<file path="config.mk">
export PLATFORM = sky130hd
export DESIGN_NAME = tohost_responder
export DESIGN_NICKNAME = d
export VERILOG_FILES = /design/src/rtl/tohost_pkg.sv /design/src/rtl/tohost_cons_fifo.sv /design/src/rtl/tohost_responder.sv
export SDC_FILE = /design/constraint.sdc
export NUM_CORES = 1
export LEC_CHECK = 0
export CORE_ASPECT_RATIO = 1.5
export CORE_MARGIN = 2
export CORE_UTILIZATION = 41
export CTS_BUF_LIST = sky130_fd_sc_hd__clkbuf_4
export CTS_CLUSTER_SIZE = 25
export DETAILED_ROUTE_END_ITERATION = 12
export HOLD_SLACK_MARGIN = 0.12
export PLACE_DENSITY = 0.8
export REMOVE_ABC_BUFFERS = 1
export SLEW_MARGIN = 20
export SYNTH_ARGS = -nofsm -noshare
export SYNTH_HDL_FRONTEND = slang
export SYNTH_SLANG_ARGS = --single-unit
</file>
<file path="constraint.sdc">
create_clock -name clk -period 2.75 [get_ports clk]
set_input_delay 0.55 -clock clk [delete_from_list [all_inputs] [get_ports clk]]
set_output_delay 0.55 -clock clk [all_outputs]
set_load 0.02 [all_outputs]
</file>
<file path="src/rtl/tohost_pkg.sv">
// tohost_pkg: shared status encoding and default addresses for the tohost responder
//   status_e          : RUN=0 PASS=1 FAIL=2 PCHALT=3 TIMEOUT=4
//   TOHOST_ADDR_DEF   : byte address whose stores report the test result
//   CONSOLE_ADDR_DEF  : byte address whose stores push a console byte
//   HALT_PC_DEF       : PC that ends the run (one past the 16-word ROM)
package tohost_pkg;
    typedef enum logic [2:0] {
        ST_RUN     = 3'd0,
        ST_PASS    = 3'd1,
        ST_FAIL    = 3'd2,
        ST_PCHALT  = 3'd3,
        ST_TIMEOUT = 3'd4
    } status_e;
    localparam logic [31:0] TOHOST_ADDR_DEF  = 32'h0000_0040;
    localparam logic [31:0] CONSOLE_ADDR_DEF = 32'h0000_0044;
    localparam logic [31:0] HALT_PC_DEF      = 32'd64;
endpackage

</file>
<file path="src/rtl/tohost_cons_fifo.sv">
// tohost_cons_fifo: synchronous FIFO with extra-bit pointers, head visible without latency
//   clk, rst_n     : clock, asynchronous active-low reset
//   push_i/data_i  : write request and byte; dropped when full unless popping
//   pop_i          : remove head entry (ignored when empty)
//   data_o         : head entry, zero when empty
//   full_o/empty_o : occupancy flags
module tohost_cons_fifo #(
    parameter int unsigned DEPTH = 8,
    parameter int unsigned W     = 8
) (
    input  logic         clk,
    input  logic         rst_n,
    input  logic         push_i,
    input  logic         pop_i,
    input  logic [W-1:0] data_i,
    output logic [W-1:0] data_o,
    output logic         full_o,
    output logic         empty_o
);
    localparam int unsigned PW = $clog2(DEPTH);
    logic [PW:0]  wr_q, rd_q;
    logic [W-1:0] mem_q [DEPTH];
    logic         do_push, do_pop;
    assign empty_o = wr_q == rd_q;
    assign full_o  = (wr_q[PW] != rd_q[PW]) && (wr_q[PW-1:0] == rd_q[PW-1:0]);
    assign do_pop  = pop_i && !empty_o;
    // a simultaneous pop frees the slot the push is about to fill
    assign do_push = push_i && (!full_o || do_pop);
    assign data_o  = empty_o ? '0 : mem_q[rd_q[PW-1:0]];
    always_ff @(posedge clk or negedge rst_n) begin
        if (!rst_n) begin
            wr_q <= '0;
            rd_q <= '0;
        end else begin
            if (do_push) wr_q <= wr_q + (PW+1)'(1);
            if (do_pop)  rd_q <= rd_q + (PW+1)'(1);
        end
    end
    always_ff @(posedge clk) begin
        if (do_push) mem_q[wr_q[PW-1:0]] <= data_i;
    end
endmodule

</file>
<file path="src/rtl/tohost_responder.sv">
// tohost_responder: decodes core stores into a sticky pass/fail/halt status and a console FIFO
//   clk, reset          : clock, asynchronous active-low reset
//   MemWrite, DataAddr,
//   WriteData, PC       : core store port and program counter
//   halted, status,
//   fail_code           : registered run result (status != RUN ends the run)
//   cycle_count         : cycles spent in RUN, saturating
//   cons_valid/data/ready: console byte stream, cons_ovf sticky on dropped byte
// Optional watchdog: define TOHOST_WATCHDOG_EN to time out after WDOG_CYCLES cycles.
module tohost_responder
    import tohost_pkg::*;
#(
    parameter logic [31:0] TOHOST_ADDR  = TOHOST_ADDR_DEF,
    parameter logic [31:0] CONSOLE_ADDR = CONSOLE_ADDR_DEF,
    parameter logic [31:0] HALT_PC      = HALT_PC_DEF,
    parameter int unsigned CONS_DEPTH   = 8
`ifdef TOHOST_WATCHDOG_EN
   ,parameter int unsigned WDOG_CYCLES  = 1024
`endif
) (
    input  logic        clk,
    input  logic        reset,
    input  logic        MemWrite,
    input  logic [31:0] DataAddr,
    input  logic [31:0] WriteData,
    input  logic [31:0] PC,
    output logic        halted,
    output logic [2:0]  status,
    output logic [30:0] fail_code,
    output logic [31:0] cycle_count,
    output logic        cons_valid,
    output logic [7:0]  cons_data,
    input  logic        cons_ready,
    output logic        cons_ovf
);
`ifdef TOHOST_WATCHDOG_EN
    localparam logic [31:0] WDOG_LAST = 32'(WDOG_CYCLES - 1);
`endif
    status_e     status_q;
    logic [30:0] fail_code_q;
    logic [31:0] cycle_q, cycle_d;
    logic        ovf_q;
    logic        tohost_wr, cons_push, cons_pop, cons_full, cons_empty;
    assign tohost_wr  = MemWrite && (DataAddr == TOHOST_ADDR);
    assign cons_push  = MemWrite && (DataAddr == CONSOLE_ADDR);
    assign cons_valid = !cons_empty;
    assign cons_pop   = cons_valid && cons_ready;
    assign cycle_d    = (&cycle_q) ? cycle_q : cycle_q + 32'd1;
    tohost_cons_fifo #(.DEPTH(CONS_DEPTH), .W(8)) u_cons (
        .clk    (clk),
        .rst_n  (reset),
        .push_i (cons_push),
        .pop_i  (cons_pop),
        .data_i (WriteData[7:0]),
        .data_o (cons_data),
        .full_o (cons_full),
        .empty_o(cons_empty)
    );
    always_ff @(posedge clk or negedge reset) begin
        if (!reset) begin
            status_q    <= ST_RUN;
            fail_code_q <= '0;
            cycle_q     <= '0;
            ovf_q       <= 1'b0;
        end else begin
            if (cons_push && cons_full && !cons_pop) ovf_q <= 1'b1;
            if (status_q == ST_RUN) begin
                cycle_q <= cycle_d;
                // even tohost values are ignored and fall through to the lower-priority checks
                if (tohost_wr && WriteData == 32'd1) status_q <= ST_PASS;
                else if (tohost_wr && WriteData[0]) begin
                    status_q    <= ST_FAIL;
                    fail_code_q <= WriteData[31:1];
                end
                else if (PC == HALT_PC) status_q <= ST_PCHALT;
`ifdef TOHOST_WATCHDOG_EN
                else if (cycle_q == WDOG_LAST) status_q <= ST_TIMEOUT;
`endif
            end
        end
    end
    assign status      = status_q;
    assign halted      = status_q != ST_RUN;
    assign fail_code   = fail_code_q;
    assign cycle_count = cycle_q;
    assign cons_ovf    = ovf_q;
endmodule

</file>
After elaboration in Yosys (flattened, before gate mapping)
Memories as Yosys holds them, arrays and structs flattened.
Index checks and enable logic that the tools add are counted.
Word-level totals
  register bits after elaboration: 75
  RAM bits: 64
  input bits: 100
  word-level logic and storage cells: 46
  memories: 1
Cells by class
  $add $sub $neg: 3
  equality and inequality tests: 7
  multiplexer cells: 6
  bitwise operators: 2
  reduce and logical (&&, ||, !) cells: 21
Memory list
  u_cons.mem_q: depth 8, bits a word 8, read ports 1, clocked after Yosys merged registers in 0, write ports 1, line tohost_cons_fifo.sv:22  | logic [W-1:0] mem_q [DEPTH];
Operators with widths (count)
  32-bit by 7-bit == test with 1-bit output, second input constant: 3
  32-bit by 1-bit adder with 32-bit output, second input constant: 1
  32-bit by 1-bit == test with 1-bit output, second input constant: 1
  32-bit AND reduction: 1
  1-bit logical AND: 10
  3-bit 2-to-1 mux: 3
  4-bit by 1-bit adder with 4-bit output, second input constant: 2
  8-bit 2-to-1 mux: 1
  3-bit nonzero test: 2
  4-bit == test: 1
  2-bit AND reduction: 2
  3-bit == test: 1
  1-bit zero test: 3
  3-bit zero test: 1
  3-bit AND reduction: 1
  1-bit 2-to-1 mux: 2
  1-bit inverter: 2
  1-bit logical OR: 1
  1-bit != test: 1

Longest topological paths before layout
Gate-level depths: netlist of run 1.
  depth after elaboration: 8
  depth in mapped cells: 7
  mapped depth without buffers: 6

By module
A second synthesis of run 1 with hierarchy kept.
Second synthesis, totals
  cells, all modules: 411
  area total of the unflattened synthesis: 6273.5 um^2
By module, submodules not included
  tohost_responder: instances 1, cells an instance 252, area an instance 3196.8 um^2, sequential area each 1651.6 um^2
  tohost_cons_fifo: instances 1, cells an instance 159, area an instance 3076.7 um^2, sequential area each 2122.0 um^2

Worst setup path before layout of run 1
No wires, ideal clock.
  path type: input port to flip-flop
  start point: input DataAddr[26]
  end point: memory u_cons.mem_q[0][0] (enable)
  library setup time: 0.395 ns
  arrival: 2.340 ns
  data required time: 2.355 ns
  path slack: 0.015 ns
  stages: 5
  path buffers: 0
  cells stage by stage: nor4_1 > nand4_1 > nor3_1 > nand2_1 > nor4_1
On the way
  cells in the longest elaborated chain, start to end: 5
Ends and longest elaborated chain
  from (decl): line tohost_responder.sv:24  | input logic [31:0] DataAddr,
  32-bit by 7-bit == test with 1-bit output: line tohost_responder.sv:45  | assign cons_push = MemWrite && (DataAddr == CONSOLE_ADDR);
  1-bit logical AND: line tohost_responder.sv:45
  1-bit logical AND: line tohost_cons_fifo.sv:28  | assign do_push = push_i && (!full_o || do_pop);
  1-bit 2-to-1 mux: line tohost_cons_fifo.sv:40  | if (do_push) mem_q[wr_q[PW-1:0]] <= data_i;
  1-bit 2-to-1 mux (not written as such): line tohost_cons_fifo.sv:40
  to (decl): line tohost_cons_fifo.sv:22
Every way passes these cells.

Worst setup path after layout of run 1
  start point: register u_cons.rd_q[0]
  end point: output cons_data[2]
On the way
  cells in the longest elaborated chain, start to end: 2
  elaborated cells between the ends (all ways): 3
Ends and longest elaborated chain
  from (decl): line tohost_cons_fifo.sv:21  | logic [PW:0] wr_q, rd_q;
  from (signal assigned): line tohost_cons_fifo.sv:36  | if (do_pop) rd_q <= rd_q + (PW+1)'(1);
  memory read 8 x 8 bit or 4-bit == test (tied branches)
  8-bit 2-to-1 mux *: line tohost_cons_fifo.sv:29  | assign data_o = empty_o ? '0 : mem_q[rd_q[PW-1:0]];
  to (decl): line tohost_responder.sv:32  | output logic [7:0] cons_data,
Every way passes the cells marked *; elsewhere a longest branch is shown, timed or not.

==> reports/results.tsv, run 1 <==
stage	metric	value	unit
status	outcome	finished clean	
setup_path	path_delay_family	multiplexers	
placed_design	portBuffers	175	
setup_path	setup.worst_path.end_class	output port	
sta	relSlewSlack	35.8	%
final_layout	final_cell_area	8500	um^2
hold_path	hold_path_class	primary input to async pin	
placed_design	dp_slack	-0.155	ns
power	power_density	580	nW/um^2
yosys	yosysSeqAreaShare	63.1	%
final_layout	fin_cells	842	
yosys	avgSynthCellArea	14.3	um^2
sta	fin_crit_sh	96.5	%
cts	clk_latency	0.54	ns
sta	max_clock_freq	0.377	GHz
yosys	synth_ff_type	dfrtp_1	
final_layout	area_growth_syn_to_layout	42.3	%
drt	firstDrtPassIters	4	
final_layout	final_cell_mix	clkdlybuf4s50_1, dfrtp_1, edfxtp_1, nor2_1, mux2_2	
grt	grt_pass1_wl	24200	um
cts	cts_tree	done	
drt	initialDrtViolationCount	147	
sta	skew	0.0177	ns
final_layout	drive_gt1_share	21.2	%
drt	wl_per_cell	18.2	um
drt	vias_per_cell	5.15	
yosys	synth_seq_cells	138	
yosys	ys_warn_count	0	
final_layout	diodes	0	
floorplanning	die_area	15600	um^2
floorplanning	io_pins	177	
yosys	async_reset_ff_share	53.6	%
setup_path	cp_cell_sequence	clkbuf_16 > buf_4 > mux4_2 > mux2i_1 > nor2_1 > clkbuf_2	
drt	drc	0	
grt	grt_max_degree	75	
drt	wirelength	15300	um
final_layout	multi_input_area	2100	um^2
final_layout	final_nets	736	
sta	tns	0	ns
drt	drtAntennaViolNets	0	
cts	ctsHoldBuffers	0	
grt	antenna_found_initial	0	
cts	cts_buffers	17	
placed_design	gp_congestion	0.874	
sta	setup_viol	0	
setup_path	path_class	flop to output port	
placed_design	post_dp_cell_area	8150	um^2
sta	setup_slack	0.0954	ns
setup_path	max_stage_delay	0.48	ns
sta	finalHoldViolCount	0	
cts	clockRootBuffer	clkbuf_4	
final_layout	regArea	3770	um^2
setup_path	worstPathRequired	2.20	ns
setup_path	cp_max_fo	8	
cts	cts_max_path_buffers	2	
flow_run	cap_viol_max_count	0	
cts	htreeDepth	4	
final_layout	final_common_cell	clkdlybuf4s50_1	
floorplanning	die_h	152	um
yosys	synth_edf_count	64	
floorplanning	rows	54	
floorplanning	die_x	103	um
yosys	ys_types	43	
sta	maxSlewViolCount	0	
floorplanning	start_util	41.5	%
floorplanning	core	14400	um^2
power	ir_worst_vdd	0.000269	V
setup_path	cp.buffers_inverters	3	
grt	grt_pass1_vias	4601	
sta	period_needed	2.65	ns
drt	via_count	4336	
cts	clock-sinks	138	
yosys	synthCells	418	
sta	worstMarginPinSlew	0.962	ns
setup_path	cp-start-kind	flop	
setup_path	crit_arrival	2.10	ns
setup_path	cp_slowest_cell	mux4_2	
power	leakagePower	3.37	nW
placed_design	dp_hpwl	11300	um
sta	rsz0062_at_grt	yes	
yosys	synth_area	5980	um^2
cts	clk_pin_slew	0.11	ns
grt	grt_usage	20.3	%
final_layout	fillers	1154	
grt	grt-ovfl-total	0	
placed_design	post-place-cells	802	
## area by class of cell
cell class / count / share of cell area [%]
flip-flops and latches: 138 / 44.4
multi-input cells: 255 / 24.7
repair buffers: 210 / 23.9
well taps: 196 / 2.88
clock buffers: 21 / 1.85
clock inverters: 11 / 1.72
inverters: 11 / 0.486
## final timing paths
path / to / start / cells after the start / slack, ns
max in group asynchronous: u_cons.rd_q[0]$_DFFE_PN0P_ / reset / 1 / 1.95
min in group clk: u_cons.rd_q[3]$_DFFE_PN0P_ / u_cons.rd_q[3]$_DFFE_PN0P_ / 1 / 0.49
worst min-delay path: cycle_count[29]$_DFFE_PN0P_ / reset / 1 / 0.14
worst max-delay path: cons_data[2] / u_cons.rd_q[0]$_DFFE_PN0P_ / 6 / 0.1
worst min register to register: u_cons.rd_q[3]$_DFFE_PN0P_ / u_cons.rd_q[3]$_DFFE_PN0P_ / 1 / 0.49
worst max register to register: cycle_count[1]$_DFFE_PN0P_ / cycle_count[13]$_DFFE_PN0P_ / 5 / 0.40
## synthesized netlist by cell type, types with 3 or more instances
master | instances | area, um^2
xor2_1 | 15 | 131
nand2b_1 | 3 | 18.8
mux2i_1 | 8 | 80.1
nand3_1 | 15 | 75.1
nor3_1 | 10 | 50.1
o31ai_1 | 3 | 22.5
edfxtp_1 | 64 | 1920
o211ai_1 | 3 | 22.5
nand2_1 | 15 | 56.3
buf_1 | 4 | 15.0
clkbuf_1 | 6 | 22.5
nand4_1 | 18 | 113
mux4_2 | 16 | 360
dfrtp_1 | 74 | 1850
and3_1 | 3 | 18.8
xnor2_1 | 26 | 228
inv_1 | 11 | 41.3
mux2_2 | 33 | 372
ha_1 | 3 | 37.5
nor4_1 | 25 | 156
nor2_1 | 35 | 131
## per-stage QoR
step	hold WS (ns)	power (W)	utilization (%)
finish	0.143	0.00493	59.1
global route	0.182	0.00515	59.1
CTS	0.140	0.00491	58.7
detailed placement	0.476	0.00355	56.6
global placement	0.476	0.00353	56.6
floorplan	0.254	0.00294	-
## layer usage
metal | vias up | routed length (um) | global-route usage (%) | part of all wire, %
met5 | - | 0 | 0 | 0
met2 | 129 | 8380 | 35.4 | 55
met1 | 2182 | 5720 | 22.8 | 37
met3 | 21 | 1040 | 7.91 | 6.8
met4 | 0 | 209 | 5.40 | 1.4
li1 | 2004 | - | - | -
## what timing repair did
action	CTS	global route
buffers inserted	0	7
hold endpoints to repair	0	0
endpoints found under the setup margin	9	9
resized for setup	20	15
gates cloned	0	1
## sequential cells by signal, indices dropped and copies added (netlist names)
signal and flops:
status 2, fail_code 31, cons_ovf 1, u_cons.mem_q 64
u_cons.rd_q 4, u_cons.wr_q 4, cycle_count 32
## power breakdown
| part | internal, W | total [W] | switching [W] |
|---|---|---|---|
| combinational | 0.000709 | 0.00130 | 0.000593 |
| clock | 0.000675 | 0.00140 | 0.000726 |
| sequential | 0.00219 | 0.00223 | 0.0000385 |
| total | 0.00358 | 0.00493 | 0.00136 |
## cells by family (layout without fill, tap and decap cells)
kind of cell,after synthesis,count (layout),share of synthesized area (%)
AO/OA/AOI/OAI,10,10,1.34
XOR/XNOR,41,41,6.01
adder cells (fa/ha/maj),3,3,0.628
buffers and inverters,25,253,1.80
flip-flops,138,138,63.1
multiplexers,58,58,13.8
other,1,1,0.0627
AND/OR/NAND/NOR,142,142,13.2
No activity file was read; power rests on OpenSTA's default activity.
==> inputs of run 2 (changes only) <==
--- a/config.mk
+++ b/config.mk
@@ -5,7 +5,7 @@
 export SDC_FILE = /design/constraint.sdc
 export NUM_CORES = 1
 export LEC_CHECK = 0
-export CORE_ASPECT_RATIO = 1.5
+export CORE_ASPECT_RATIO = 0.9
 export CORE_MARGIN = 2
 export CORE_UTILIZATION = 41
 export CTS_BUF_LIST = sky130_fd_sc_hd__clkbuf_4
==> run 2 against run 1 <==
- via count is 2.4% lower
- final area shrank 0.78%
- sequential power about the same
- highest routed layer unchanged
==> reports/results.tsv, run 2 (synthesis gave the netlist of run 1 again) <==
stage	metric	value	unit
cts	cts_max_path_buffers	2	
drt	wirelength	14700	um
grt	antenna_found_initial	1	
drt	via_count	4230	
drt	initialDrtViolationCount	221	
power	power_density	566	nW/um^2
placed_design	gp_congestion	0.791	
drt	vias_per_cell	5.06	
sta	tns	0	ns
drt	drtAntennaViolNets	0	
grt	grt_pass1_vias	4624	
floorplanning	die_h	119	um
setup_path	path_delay_family	multiplexers	
sta	maxSlewViolCount	0	
cts	clk_latency	0.52	ns
power	ir_worst_vdd	0.000411	V
floorplanning	start_util	42.2	%
setup_path	cp.buffers_inverters	3	
placed_design	portBuffers	175	
floorplanning	io_pins	177	
drt	dr_wl_met2	7240	um
sta	worstMarginPinSlew	0.946	ns
drt	met3_length	1090	um
final_layout	area_growth_syn_to_layout	41.2	%
grt	grt_pass1_wl	24000	um
placed_design	dp_hpwl	10800	um
cts	clock-sinks	138	
grt	grt_max_degree	75	
final_layout	drive_gt1_share	20.9	%
power	leakagePower	3.32	nW
final_layout	final_cell_mix	clkdlybuf4s50_1, dfrtp_1, edfxtp_1, nor2_1, mux2_2	
setup_path	cp_max_fo	9	
cts	clk_pin_slew	0.13	ns
grt	grt_usage	19.6	%
setup_path	path_class	flop to output port	
cts	cts_tree	done	
setup_path	crit_arrival	2.09	ns
setup_path	setup.worst_path.end_class	output port	
sta	fin_crit_sh	95.9	%
floorplanning	core	14200	um^2
cts	ctsHoldBuffers	0	
drt	highest_layer	met4	
sta	period_needed	2.64	ns
cts	cts_buffers	17	
final_layout	largest_reg_flops	64	
flow_run	cap_viol_max_count	0	
sta	rsz0062_at_grt	yes	
sta	setup_viol	0	
floorplanning	die_area	15600	um^2
drt	wl_per_cell	17.6	um
setup_path	cp-start-kind	flop	
sta	max_clock_freq	0.379	GHz
grt	grt-ovfl-total	0	
sta	relSlewSlack	37.0	%
setup_path	cp_slowest_cell	mux4_2	
final_layout	fillers	1134	
hold_path	hold_path_class	primary input to async pin	
cts	htreeDepth	4	
status	outcome	finished clean	
sta	finalHoldViolCount	0	
floorplanning	rows	41	
final_layout	final_common_cell	clkdlybuf4s50_1	
drt	wl_met1	6180	um
cts	clockRootBuffer	clkbuf_4	
final_layout	final_nets	732	
floorplanning	die_x	131	um
drt	drc	0	
power	finalPower	0.00477	W
drt	firstDrtPassIters	6	
setup_path	cp_cell_sequence	buf_12 > buf_4 > mux4_2 > mux2i_1 > nor2_1 > buf_2	
setup_path	max_stage_delay	0.49	ns
setup_path	worstPathRequired	2.20	ns
sta	skew	0.0163	ns
-- run 2: cell count changes in the layout (fill, tap and decap cells not counted), moves of 2 or more --
cell | previous run | this run
buf_6 | 2 | 0
clkinvlp_4 | 0 | 3
buf_2 | 5 | 7
clkbuf_2 | 3 | 0
clkbuf_4 | 21 | 18
-- run 2: power breakdown --
group / switching [W] / total (W) / internal, W / leakage (nW)
Clock: 0.000758 / 0.00131 / 0.000554 / 0.147
Sequential: 0.0000332 / 0.00222 / 0.00219 / 1.59
Combinational: 0.000582 / 0.00123 / 0.000652 / 1.59
Total: 0.00137 / 0.00477 / 0.00340 / 3.32
-- run 2: timing repair --
item                       4_1_cts  5_1_grt
gates cloned                     0        1
buffers inserted                 1        2
gates resized for setup         26       10
setup endpoints to repair        9        8
-- run 2: layout make-up --
cell class	count	area (um^2)	share of cell area [%]
sequential	138	3770	44.7
multi-input combinational	255	2110	25.0
clock buffer	18	135	1.60
inverter	11	41.3	0.489
tap	193	241	2.86
clock inverter	14	146	1.74
timing repair buffer	206	1990	23.6
antenna	1	2.50	0.0297
-- run 2: worst paths after layout --
| check | start | depth (start not counted) | to | slack, ns |
|---|---|---|---|---|
| hold reg to reg | cons_ovf$_DFFE_PN0P_ | 1 | cons_ovf$_DFFE_PN0P_ | 0.51 |
| hold / removal | reset | 1 | cycle_count[28]$_DFFE_PN0P_ | 0.15 |
| setup reg to reg | cycle_count[13]$_DFFE_PN0P_ | 5 | cycle_count[1]$_DFFE_PN0P_ | 0.46 |
| setup / recovery | u_cons.rd_q[0]$_DFFE_PN0P_ | 6 | cons_data[2] | 0.11 |
| min in group clk | cons_ovf$_DFFE_PN0P_ | 1 | cons_ovf$_DFFE_PN0P_ | 0.51 |
| max in group asynchronous | reset | 1 | u_cons.rd_q[0]$_DFFE_PN0P_ | 1.95 |
-- run 2: through the flow --
stage	hold WS [ns]	worst slack (ns)	instances	instance area, um^2	util (%)
after floorplan	0.254	-0.0147	404	5910	-
after global placement	0.466	0.00198	799	8130	57.4
after detailed placement	0.470	0.000636	799	8130	57.4
after CTS	0.155	-0.0196	832	8430	59.5
after global routing	0.190	-0.0213	836	8440	59.6
final	0.150	0.114	836	8440	59.6
-- run 2: worst register-to-register path, stage by stage, from the launching register on --
cell and delay (ns):
dfrtp_1 0.47, nand4_2 0.15, or4_4 0.57, or4_4 0.59, nand2_4 0.12, mux2_4 0.29
-- run 2: per-layer routing --
layer | GRT usage [%] | up-vias
met5 | 0 | -
met3 | 7.34 | 18
li1 | - | 2007
met2 | 32.9 | 126
met4 | 5.91 | 0
met1 | 23.8 | 2079
==> inputs of run 3 (changes only) <==
==> constraint.sdc (replaced) <==
create_clock -name clk -period 3 [get_ports clk]
set_input_delay 0.6 -clock clk [delete_from_list [all_inputs] [get_ports clk]]
set_output_delay 0.6 -clock clk [all_outputs]
set_load 0.02 [all_outputs]
==> run 3 against run 2 <==
- clock-buffer cell count increased by 1
- sequential power down 8%
- sequential cell count is the same
- via count is 1.6% higher
- non-clock buffer count fell by 3
- largest cell class unchanged
- routed wire length up 1.1%
- clock skew grew 0.0060 ns
- critical path depth shrank 1
- first-iteration DRC count rose by 51%
- total power is 8.3% lower
- global-route usage up 0.27 points
- highest routed layer unchanged
- sequential share of layout area barely moved
==> reports/results.tsv, run 3 (synthesis gave the netlist of run 1 again) <==
stage	metric	value	unit
setup_path	rr_startpoint	cycle_count[13]$_DFFE_PN0P_	
sta	setup_viol	0	
flow_run	cap_viol_max_count	0	
power	ir_worst_vdd	0.000322	V
floorplanning	start_util	42.2	%
hold_path	hold_path_class	primary input to async pin	
cts	ctsHoldBuffers	0	
power	finalPower	0.00437	W
final_layout	diodes	0	
sta	fin_crit_sh	94.5	%
power	leakagePower	3.32	nW
placed_design	dp_slack	-0.0807	ns
cts	htreeDepth	4	
drt	via_count	4297	
power	netSwitchingFraction	28.2	%
setup_path	ff2ff_setup_slack	0.67	ns
sta	rsz0062_at_grt	no	
cts	clk_pin_slew	0.12	ns
setup_path	crit_arrival	2.23	ns
drt	vias_per_cell	5.16	
cts	clockRootBuffer	clkbuf_4	
final_layout	fillers	1145	
setup_path	path_class	flop to output port	
drt	wl_per_cell	17.8	um
drt	wirelength	14800	um
setup_path	worstPathRequired	2.40	ns
sta	relSlewSlack	36.8	%
sta	whs	0.213	ns
cts	cts_tree	done	
cts	clk_latency	0.54	ns
setup_path	cp_max_fo	20	
grt	grt_pass1_vias	4570	
placed_design	dp_hpwl	10900	um
power	p_clk_share	26.7	%
sta	worstMarginPinSlew	0.948	ns
final_layout	final_nets	729	
sta	skew	0.0223	ns
grt	antenna_found_initial	0	
power	seqPwrFrac	46.6	%
setup_path	r2r_end	cycle_count[1]$_DFFE_PN0P_	
sta	max_clock_freq	0.353	GHz
final_layout	drive_gt1_share	19.1	%
power	p_comb_share	26.6	%
cts	cts_buffers	17	
placed_design	post-place-cells	797	
power	internal_power	0.00314	W
sta	setup_slack	0.165	ns
setup_path	cp-start-kind	flop	
sta	finalHoldViolCount	0	
floorplanning	die_area	15600	um^2
sta	tns	0	ns
grt	grt_usage	19.9	%
final_layout	final_cell_mix	clkdlybuf4s50_1, dfrtp_1, edfxtp_1, nor2_1, mux2_2	
floorplanning	io_pins	177	
power	p_sw	0.00123	W
drt	drtAntennaViolNets	0	
grt	grt_max_degree	75	
final_layout	largest_reg_flops	64	
placed_design	portBuffers	175	
sta	maxSlewViolCount	0	
floorplanning	rows	41	
grt	grt_pass1_wl	24100	um
drt	firstDrtPassIters	4	
sta	period_needed	2.83	ns
power	power_density	519	nW/um^2
placed_design	gp_congestion	0.795	
floorplanning	die_h	119	um
drt	initialDrtViolationCount	334	
floorplanning	die_x	131	um
final_layout	final_common_cell	clkdlybuf4s50_1	
cts	cts_max_path_buffers	2	
setup_path	setup.worst_path.end_class	output port	
grt	grt-ovfl-total	0	
status	outcome	finished clean	
final_layout	area_growth_syn_to_layout	41.1	%
drt	drc	0	
final_layout	fin_cells	832	
setup_path	ff2ff_path_depth	5	
cts	clock-sinks	138	
floorplanning	core	14200	um^2
[run 3: cell types whose count changed in the layout (fill, tap and decap cells not counted), moves of 2 or more]
cell           before  now
buf_2               7    0
clkinv_2            2    4
inv_6               3    1
buf_4              29   25
buf_12              2    4
dlygate4sd2_1       1    8
clkinvlp_4          3    1
[run 3: routing by layer]
layer | up-vias | global-route usage, % | share of wire [%]
li1 | 2000 | - | -
met1 | 2128 | 24.9 | 42
met2 | 146 | 31.9 | 48
met3 | 23 | 7.85 | 7.9
met4 | 0 | 6.18 | 1.8
met5 | - | 0 | 0
[run 3: worst max-delay path by stage]
stage | slack [ns] | cells after the start | start | to
final | 0.17 | 5 | u_cons.rd_q[0]$_DFFE_PN0P_ | cons_data[5]
after global routing | 0.02 | 5 | u_cons.rd_q[0]$_DFFE_PN0P_ | cons_data[5]
after CTS | 0.05 | 5 | u_cons.rd_q[0]$_DFFE_PN0P_ | cons_valid
after detailed placement | -0.08 | 7 | WriteData[0] | fail_code[25]$_DFFE_PN0P_
after global placement | -0.08 | 7 | WriteData[0] | fail_code[7]$_DFFE_PN0P_
after floorplan | 0.19 | 5 | DataAddr[26] | fail_code[0]$_DFFE_PN0P_
[run 3: stage by stage]
step	util (%)	cell area, um^2
after CTS	59.3	8390
after global placement	57.4	8130
after detailed placement	57.4	8130
after global routing	59.6	8430
final	59.6	8430
after floorplan	-	5910
[run 3: critical path, stage by stage (launching register included)]
cell and delay, ns:
dfrtp_1 0.39, buf_12 0.20, mux4_2 0.54, mux2i_2 0.19, nor2_1 0.05, dlygate4sd2_1 0.32
[run 3: final cells by class]
cell class | instances | area [um^2] | share of cell area (%)
sequential | 138 | 3770 | 44.8
multi-input combinational | 255 | 2100 | 24.9
timing repair buffer | 203 | 2000 | 23.7
tap | 193 | 241 | 2.86
clock buffer | 19 | 143 | 1.69
clock inverter | 13 | 128 | 1.51
inverter | 11 | 41.3 | 0.490
[run 3: power groups by stage]
stage                     clock network [W]  registers (W)  logic (W)
after floorplan                           0        0.00217   0.000522
after global placement                    0        0.00210    0.00113
after detailed placement                  0        0.00210    0.00116
after CTS                           0.00121        0.00206    0.00110
after global routing                0.00129        0.00204    0.00125
final                               0.00117        0.00204    0.00116
[run 3: repair_timing]
item                                    CTS  global route
buffers inserted                          0             3
endpoints found under the setup margin    9             2
cloned                                    0             0
pin swaps                                 0             1
resized for setup                        11             2
